<file path="src/rtl/uart_fifo_if.sv">
// uart_fifo_if: CPU bus and serial pins of the FIFO UART
interface uart_fifo_if;
  logic cs, rw, rs0, rs1;
  logic [7:0] data_in, data_out;
  logic rx, tx, irq;
  modport master(output cs, rw, rs0, rs1, data_in, rx, input data_out, tx, irq);
  modport slave(input cs, rw, rs0, rs1, data_in, rx, output data_out, tx, irq);
endinterface

</file>
<file path="src/rtl/uart_fifo.sv">
// uart_fifo: 6551-style memory-mapped UART with TX/RX FIFOs, parity, stop bits, RX threshold and loopback
module uart_fifo_buf #(parameter int depth = 16) (
  input  logic                     clk,
  input  logic                     rst,
  input  logic                     flush,
  input  logic                     push,
  input  logic                     pop,
  input  logic [7:0]               wdata,
  output logic [7:0]               rdata,
  output logic [$clog2(depth):0]   count
);
  localparam int aw = $clog2(depth);
  logic [7:0] mem_q [depth];
  logic [aw-1:0] wr_q, wr_d, rd_q, rd_d;
  logic [aw:0] cnt_q, cnt_d;
  logic do_push, do_pop;
  // a push into a full FIFO still lands when the same edge pops
  assign do_pop = pop && cnt_q != '0;
  assign do_push = push && (cnt_q != (aw+1)'(depth) || do_pop);
  assign rdata = mem_q[rd_q];
  assign count = cnt_q;
  always_comb begin
    wr_d = flush ? '0 : wr_q + aw'(do_push);
    rd_d = flush ? '0 : rd_q + aw'(do_pop);
    cnt_d = flush ? '0 : cnt_q + (aw+1)'(do_push) - (aw+1)'(do_pop);
  end
  always_ff @(posedge clk) begin
    if (rst) begin
      wr_q <= '0;
      rd_q <= '0;
      cnt_q <= '0;
    end else begin
      wr_q <= wr_d;
      rd_q <= rd_d;
      cnt_q <= cnt_d;
    end
  end
  always_ff @(posedge clk) if (do_push && !flush) mem_q[wr_q] <= wdata;
endmodule

module uart_fifo #(
  parameter int clk_freq_hz = 27_000_000,
  parameter int baud_rate   = 115200,
  parameter int oversample  = 16,
  parameter int fifo_depth  = 16,
  parameter int data_bits   = 8
) (
  input logic       clk,
  input logic       rst,
  uart_fifo_if.slave bus
);
  localparam int div0 = clk_freq_hz / (baud_rate * oversample);
  localparam int div = div0 < 1 ? 1 : div0;
  localparam int bw = div > 1 ? $clog2(div) : 1;
  localparam int ow = $clog2(oversample);
  localparam int aw = $clog2(fifo_depth);
  typedef enum logic [2:0] {IDLE, START, DATA, PAR, STOP} st_t;
  logic [bw-1:0] baud_q, baud_d;
  logic [5:0] cmd_q, cmd_d;
  logic [4:0] ctl_q, ctl_d;
  logic pe_q, pe_d, fe_q, fe_d, ovr_q, ovr_d, irq_q, irq_d, line_q, line_d;
  logic [7:0] dout_q, dout_d, status, mask, tx_head, rx_head;
  logic [aw:0] tx_cnt, rx_cnt;
  logic tick, rd, wr, preset, clr, par_en, tx_empty, tx_full, rx_empty, rx_full;
  logic tx_pop, rx_push, rx_pop, tx_push, tx_end, tx_load, rx_end, rx_half, rx_in;
  logic set_pe, set_fe, set_ovr;
  logic [1:0] addr, sync_q;
  st_t tx_st_q, tx_st_d, rx_st_q, rx_st_d;
  logic [ow-1:0] tx_tc_q, tx_tc_d, rx_tc_q, rx_tc_d;
  logic [2:0] tx_n_q, tx_n_d, rx_n_q, rx_n_d;
  logic [7:0] tx_sh_q, tx_sh_d, rx_sh_q, rx_sh_d;
  logic tx_bit_q, tx_bit_d, tx_par_q, tx_par_d;
  assign addr = {bus.rs1, bus.rs0};
  assign rd = bus.cs && bus.rw;
  assign wr = bus.cs && !bus.rw;
  assign preset = wr && addr == 2'd1;
  assign clr = rd && addr == 2'd1;
  assign tx_push = wr && addr == 2'd0;
  assign rx_pop = rd && addr == 2'd0;
  assign mask = 8'hFF >> (8 - data_bits);
  assign par_en = cmd_q[4] ^ cmd_q[3];
  assign tick = baud_q == bw'(div - 1);
  assign tx_empty = tx_cnt == '0;
  assign tx_full = tx_cnt == (aw+1)'(fifo_depth);
  assign rx_empty = rx_cnt == '0;
  assign rx_full = rx_cnt == (aw+1)'(fifo_depth);
  assign rx_in = sync_q[1];
  assign status = {~irq_q, rx_full, tx_empty && tx_st_q == IDLE, !tx_full, !rx_empty, ovr_q, fe_q, pe_q};
  assign bus.data_out = dout_q;
  assign bus.tx = line_q;
  assign bus.irq = irq_q;
  uart_fifo_buf #(.depth(fifo_depth)) u_txf (.clk(clk), .rst(rst), .flush(preset), .push(tx_push),
    .pop(tx_pop), .wdata(bus.data_in & mask), .rdata(tx_head), .count(tx_cnt));
  uart_fifo_buf #(.depth(fifo_depth)) u_rxf (.clk(clk), .rst(rst), .flush(preset), .push(rx_push),
    .pop(rx_pop), .wdata(rx_sh_q), .rdata(rx_head), .count(rx_cnt));
  assign tx_end = tx_tc_q == ow'(oversample - 1);
  assign tx_load = !tx_empty && (tx_st_q == IDLE || (tx_st_q == STOP && tx_end && (!ctl_q[4] || tx_n_q[0])));
  always_comb begin
    tx_st_d = tx_st_q;
    tx_tc_d = tx_tc_q;
    tx_n_d = tx_n_q;
    tx_sh_d = tx_sh_q;
    tx_bit_d = tx_bit_q;
    tx_par_d = tx_par_q;
    tx_pop = 1'b0;
    if (preset) begin
      tx_st_d = IDLE;
      tx_bit_d = 1'b1;
    end else if (tick) begin
      tx_tc_d = tx_end ? '0 : tx_tc_q + 1'b1;
      if (tx_load) begin
        tx_st_d = START;
        tx_pop = 1'b1;
        tx_sh_d = tx_head;
        tx_par_d = ^tx_head ^ ~cmd_q[4];
        tx_tc_d = '0;
        tx_bit_d = 1'b0;
      end else if (tx_st_q != IDLE && tx_end) begin
        case (tx_st_q)
          START: begin
            tx_st_d = DATA;
            tx_n_d = '0;
            tx_bit_d = tx_sh_q[0];
          end
          DATA: begin
            tx_sh_d = tx_sh_q >> 1;
            tx_n_d = tx_n_q + 1'b1;
            tx_bit_d = tx_sh_q[1];
            if (tx_n_q == 3'(data_bits - 1)) begin
              tx_st_d = par_en ? PAR : STOP;
              tx_n_d = '0;
              tx_bit_d = par_en ? tx_par_q : 1'b1;
            end
          end
          PAR: begin
            tx_st_d = STOP;
            tx_bit_d = 1'b1;
          end
          default: begin
            tx_n_d = 3'd1;
            tx_st_d = (!ctl_q[4] || tx_n_q[0]) ? IDLE : STOP;
          end
        endcase
      end
    end
  end
  assign rx_end = rx_tc_q == ow'(oversample - 1);
  assign rx_half = rx_tc_q == ow'(oversample / 2 - 1);
  always_comb begin
    rx_st_d = rx_st_q;
    rx_tc_d = rx_tc_q;
    rx_n_d = rx_n_q;
    rx_sh_d = rx_sh_q;
    rx_push = 1'b0;
    set_pe = 1'b0;
    set_fe = 1'b0;
    set_ovr = 1'b0;
    if (preset) rx_st_d = IDLE;
    else if (rx_st_q == IDLE) begin
      if (!rx_in) begin
        rx_st_d = START;
        rx_tc_d = '0;
        rx_sh_d = '0;
      end
    end else if (tick) begin
      rx_tc_d = rx_end ? '0 : rx_tc_q + 1'b1;
      if (rx_st_q == START && rx_half) begin
        rx_st_d = rx_in ? IDLE : DATA;
        rx_tc_d = '0;
        rx_n_d = '0;
      end else if (rx_st_q != START && rx_end) begin
        case (rx_st_q)
          DATA: begin
            rx_sh_d[rx_n_q] = rx_in;
            rx_n_d = rx_n_q + 1'b1;
            if (rx_n_q == 3'(data_bits - 1)) rx_st_d = par_en ? PAR : STOP;
          end
          PAR: begin
            set_pe = rx_in != (^rx_sh_q ^ ~cmd_q[4]);
            rx_st_d = STOP;
          end
          default: begin
            rx_push = 1'b1;
            set_fe = !rx_in;
            set_ovr = rx_full && !rx_pop;
            rx_st_d = IDLE;
          end
        endcase
      end
    end
  end
  always_comb begin
    baud_d = tick ? '0 : baud_q + 1'b1;
    cmd_d = preset ? '0 : (wr && addr == 2'd2) ? bus.data_in[5:0] : cmd_q;
    ctl_d = preset ? '0 : (wr && addr == 2'd3) ? bus.data_in[4:0] : ctl_q;
    pe_d = !preset && (set_pe || (pe_q && !clr));
    fe_d = !preset && (set_fe || (fe_q && !clr));
    ovr_d = !preset && (set_ovr || (ovr_q && !clr));
    irq_d = ~((cmd_q[0] && tx_empty) || (cmd_q[1] && 9'(rx_cnt) >= 9'(ctl_q[3:0]) + 9'd1) ||
              (cmd_q[2] && (pe_q || fe_q || ovr_q)));
    line_d = tx_bit_d || cmd_d[5];
    dout_d = !rd ? dout_q : addr == 2'd0 ? (rx_empty ? 8'h00 : rx_head) : addr == 2'd1 ? status :
             addr == 2'd2 ? {2'b00, cmd_q} : {3'b000, ctl_q};
  end
  always_ff @(posedge clk) begin
    if (rst) begin
      baud_q <= '0;
      cmd_q <= '0;
      ctl_q <= '0;
      pe_q <= 1'b0;
      fe_q <= 1'b0;
      ovr_q <= 1'b0;
      irq_q <= 1'b1;
      line_q <= 1'b1;
      dout_q <= '0;
      sync_q <= 2'b11;
      tx_st_q <= IDLE;
      tx_tc_q <= '0;
      tx_n_q <= '0;
      tx_sh_q <= '0;
      tx_bit_q <= 1'b1;
      tx_par_q <= 1'b0;
      rx_st_q <= IDLE;
      rx_tc_q <= '0;
      rx_n_q <= '0;
      rx_sh_q <= '0;
    end else begin
      baud_q <= baud_d;
      cmd_q <= cmd_d;
      ctl_q <= ctl_d;
      pe_q <= pe_d;
      fe_q <= fe_d;
      ovr_q <= ovr_d;
      irq_q <= irq_d;
      line_q <= line_d;
      dout_q <= dout_d;
      sync_q <= {sync_q[0], cmd_q[5] ? tx_bit_q : bus.rx};
      tx_st_q <= tx_st_d;
      tx_tc_q <= tx_tc_d;
      tx_n_q <= tx_n_d;
      tx_sh_q <= tx_sh_d;
      tx_bit_q <= tx_bit_d;
      tx_par_q <= tx_par_d;
      rx_st_q <= rx_st_d;
      rx_tc_q <= rx_tc_d;
      rx_n_q <= rx_n_d;
      rx_sh_q <= rx_sh_d;
    end
  end
endmodule

</file>
<file path="src/flat_wrapper.sv">
// flat-port wrapper written by rule: the top's interface ports become plain ports
module uart_fifo_flat 
#(
  parameter int clk_freq_hz = 27_000_000,
  parameter int baud_rate   = 115200,
  parameter int oversample  = 16,
  parameter int fifo_depth  = 16,
  parameter int data_bits   = 8
)
  (clk, rst, bus_cs, bus_rw, bus_rs0, bus_rs1, bus_data_in, bus_rx, bus_data_out, bus_tx, bus_irq);
  uart_fifo_if bus_i ();
  input logic clk;
  input logic rst;
  input wire logic [$bits(bus_i.cs)-1:0] bus_cs;
  input wire logic [$bits(bus_i.rw)-1:0] bus_rw;
  input wire logic [$bits(bus_i.rs0)-1:0] bus_rs0;
  input wire logic [$bits(bus_i.rs1)-1:0] bus_rs1;
  input wire logic [$bits(bus_i.data_in)-1:0] bus_data_in;
  input wire logic [$bits(bus_i.rx)-1:0] bus_rx;
  output wire logic [$bits(bus_i.data_out)-1:0] bus_data_out;
  output wire logic [$bits(bus_i.tx)-1:0] bus_tx;
  output wire logic [$bits(bus_i.irq)-1:0] bus_irq;
  assign bus_i.cs = bus_cs;
  assign bus_i.rw = bus_rw;
  assign bus_i.rs0 = bus_rs0;
  assign bus_i.rs1 = bus_rs1;
  assign bus_i.data_in = bus_data_in;
  assign bus_i.rx = bus_rx;
  assign bus_data_out = bus_i.data_out;
  assign bus_tx = bus_i.tx;
  assign bus_irq = bus_i.irq;
  uart_fifo #(.clk_freq_hz(clk_freq_hz), .baud_rate(baud_rate), .oversample(oversample), .fifo_depth(fifo_depth), .data_bits(data_bits)) u_core (.clk(clk), .rst(rst), .bus(bus_i));
endmodule
</file>
<file path="config.mk">
export PLATFORM = sky130hd
export DESIGN_NAME = uart_fifo_flat
export DESIGN_NICKNAME = d
export VERILOG_FILES = /design/src/rtl/uart_fifo_if.sv /design/src/rtl/uart_fifo.sv /design/src/flat_wrapper.sv
export SDC_FILE = /design/constraint.sdc
export NUM_CORES = 1
export LEC_CHECK = 0
export BUFFER_PORTS_ARGS = -buffer_cell sky130_fd_sc_hd__buf_4
export CORE_ASPECT_RATIO = 1.5
export CORE_UTILIZATION = 55
export CTS_BUF_LIST = sky130_fd_sc_hd__clkbuf_16
export DETAILED_ROUTE_END_ITERATION = 8
export GPL_ROUTABILITY_DRIVEN = 0
export GPL_TIMING_DRIVEN = 0
export PLACE_DENSITY_LB_ADDON = 0.08
export SLEW_MARGIN = 20
export SYNTH_ARGS = -nofsm -noshare
export SYNTH_HDL_FRONTEND = slang
export SYNTH_HIERARCHICAL = 1
export SYNTH_SLANG_ARGS = --single-unit
</file>
<file path="constraint.sdc">
create_clock -name clk -period 10.5 [get_ports clk]
set_clock_uncertainty 0.2 [all_clocks]
set_input_delay 1.05 -clock clk [delete_from_list [all_inputs] [get_ports clk]]
set_output_delay 1.05 -clock clk [all_outputs]
set_load 0.03 [all_outputs]
</file>
==> results by group <==
Die
  • Die area: 28200 um^2
  • Initial Util: 55.8%
  • Die height: 205 um
  • Die span in x: 137 um
  • # rows: 74
  • I/O Pins: 25
  • Total core area: 27100 um^2

Yosys
  • Number of enable flip-flop cells after synthesis: 256
  • Synthesized flop and latch total: 350
  • Synthesized area: 15100 um^2
  • Syn Nets: 1080
  • Async SR Flop Fraction: 0%
  • Mapped Avg Cell Area: 14.7 um^2
  • Synth Flop Type: edfxtp_1
  • Syn Inst Count: 1029
  • Unique cell type count in the Yosys netlist: 81
  • Seq/Total Area, Yosys: 63.2%
  • Synth warn: 6

Global routing
  • Largest net degree at the start of global routing: 19
  • Met2 usage: 44.6%
  • Global-route wire length before repair: 50.8 mm
  • Gr ovfl total: 0
  • Initial antenna violation count: 1
  • Met3 GRT Util: 3.62%
  • GRT Overall Usage: 24.9%
  • Met1 usage: 28.4%
  • Most used routing layer in global routing: met2
  • Vias in the first global route: 8665

Placed design
  • Place WS: 5.43 ns
  • Post-DP Area: 15900 um^2
  • Post-Place Cells: 1394
  • Post-DP HPWL: 23.7 mm
  • PortBufs: 23

Power and ir drop
  • Leakage Power: 6.13 nW
  • VDD IR max: 0.000136 V
  • Pwr Density: 166 nW/um^2

Timing
  • Slew margin rel.: 34.7%
  • Min Hold Slack: 0.224 ns
  • Max Clk Rate: 221 MHz
  • RSZ-0062 raised after global routing: no
  • Period Utilization, post-route: 43.1%
  • Worst Setup Slack, final: 5.98 ns
  • Setup tns final: 0 ns
  • Final min period: 4.52 ns
  • Pins Over Slew Limit: 0
  • Worst-Margin Slew: 0.976 ns
  • Final Hold Fails: 0
  • Setup Viol. Count Final: 0

Clocking
  • CTS Root Cell: clkbuf_16
  • Clk_lat worst skew: 0.52 ns
  • Clk sinks: 350
  • H-tree depth: 2
  • Clk pin slew, worst setup/hold paths: 0.06 ns
  • CTS Buffer Depth: 3
  • Cts bufs inserted: 35
  • # hold bufs at CTS: 0
  • TritonCTS clock tree: built
  • Post-CTS Resized: 0
  • Setup repair bufs after CTS: 0

Detailed routing
  • Antenna-violating nets left: 0
  • Drt total wl: 33.5 mm
  • Initial DRC count: 483
  • Via Count: 8767
  • Routed len/inst: 23.1 um
  • Initial DRT Pass Iterations: 7
  • Vias/cell: 6.03
  • Post-route DRC: 1

Status
  • Failing checks: design-rule violations
  • Outcome: complete, but fails checks

Min path
  • Hold Crit Depth: 1
  • Type of the most critical hold path: flop to flop

Finish
  • Final cell count without fillers: 1454
  • Fill count: 2061
  • Ratio of cells with drive above 1 in the final layout: 18.3%
  • Final Cell Area: 16900 um^2
  • Final #Nets: 1140
  • Commonest non-fill, non-tap cell in the layout: edfxtp_1
  • Multi-input gate area: 5250 um^2
  • Inserted Diodes: 0
  • Register area: 9570 um^2
  • P&R area growth vs syn: 11.9%
  • Most frequent cells in the layout: edfxtp_1, dfxtp_1, nor2_1

Critical path
  • Worst r2r path cells: 18
  • Sequence of cells on the critical path: buf_2 > nand4bb_1 > buf_4 > inv_2 > nor2_4 > nand2_2 > inv_1 > nand2b_1 > o21ai_2 > buf_4 > ha_1 > inv_1 > ha_1 > inv_1 > fa_1 > nand2b_1 > a21oi_1 > o21ai_0 > nor3b_1
  • Crit path required time: 10.69 ns
  • Slowest cell on the critical path: fa_1
  • CP arrival: 4.71 ns
  • Startpoint types: primary input
  • Crit end category: flop
  • Crit-path max FO: 15
  • Crit Path Class: primary input to flop
  • Crit-path most repeated cell: inv_1
  • Max incr delay on CP: 0.41 ns

Job
  • Max-cap viol count: 0
## synthesized netlist by cell type (all sizes together) (7+ instances only)
master,count,area (um^2)
edfxtp,256,7690
dfxtp,94,1880
nor2,80,318
mux4,64,1550
nand2,58,220
a21oi,45,233
a22oi,35,263
ha,34,425
nor3,33,165
inv,31,116
buf,27,189
xnor2,23,201
nand3,22,110
mux2i,19,190
o21ai,19,106
clkbuf,18,67.6
and2,15,93.8
nand2b,14,87.6
xor2,11,96.3
nor2b,10,62.6
or3,10,67.6
o221a,8,90.1
o211ai,7,57.6
## through the flow
step           total power, mW  utilization (%)
3_3_place_gp              1.65             58.0
5_1_grt                   2.90             62.4
6_report                  2.81             62.4
4_1_cts                   2.84             62.4
2_1_floorplan             1.61                -
3_5_place_dp              1.65             58.4
## critical path: cells and delay by family
family	cells	cell delay (ns)
fa+ha+maj	3	0.84
simple gates	6	0.97
buf+inv	7	1.24
compound gates	3	0.62
## per-layer routing
metal | wire [um] | vias to the layer above
met5 | 13 | -
met4 | 1680 | 2
met3 | 1300 | 77
met2 | 17900 | 211
met1 | 12600 | 4372
li1 | - | 4105
## power by group
part	total, mW	leakage (nW)	internal (mW)	switching (mW)
Sequential	1.49	3.40	1.48	0.0113
Combinational	0.130	2.19	0.0502	0.0793
Clock	1.19	0.538	0.682	0.509
Total	2.81	6.13	2.21	0.599
## final timing paths
| check | startpoint | to | slack [ns] |
|---|---|---|---|
| hold / removal | u_core/sync_q[0] | u_core/sync_q[1] | 0.22 |
| hold reg to reg | u_core/sync_q[0] | u_core/sync_q[1] | 0.22 |
| setup reg to reg | u_core/u_txf/count[1] | u_core/u_txf/count[4] | 6.08 |
| setup / recovery | bus_rs0 | u_core/u_txf/count[4] | 5.98 |
## logic make-up (layout without fill, tap and decap cells)
group,Yosys count,after routing,synth area share (%)
xor gates and xnor gates,35,35,2.12
DFF,350,350,63.2
muxes,84,84,11.5
buffers and inverters,82,165,2.86
adders and majority gates,36,36,3.08
AOI/OAI and AO/OA,159,159,7.45
and+or+nand+nor,283,283,9.73
## registers in the layout, indices dropped and copies added (netlist names), 5 cells and up
| register | count |
|---|---|
| u_core/u_rxf/mem_q | 128 |
| u_core/u_txf/mem_q | 128 |
| u_core/bus.data_out | 8 |
| u_core/rx_sh_q | 8 |
| u_core/tx_sh_q | 8 |
| u_core/cmd_q | 6 |
| u_core/ctl_q | 5 |
| u_core/u_rxf/count | 5 |
| u_core/u_txf/count | 5 |
## area by class of cell
class / count / area share (%)
buffer: 51 / 1.87
clock buffer: 35 / 5.17
clock inverter: 25 / 1.18
inverter: 31 / 0.687
multi-input combinational: 597 / 31.0
sequential: 350 / 56.5
tap: 342 / 2.53
timing repair buffer: 23 / 1.02
Power figures use the tool's default switching activity.
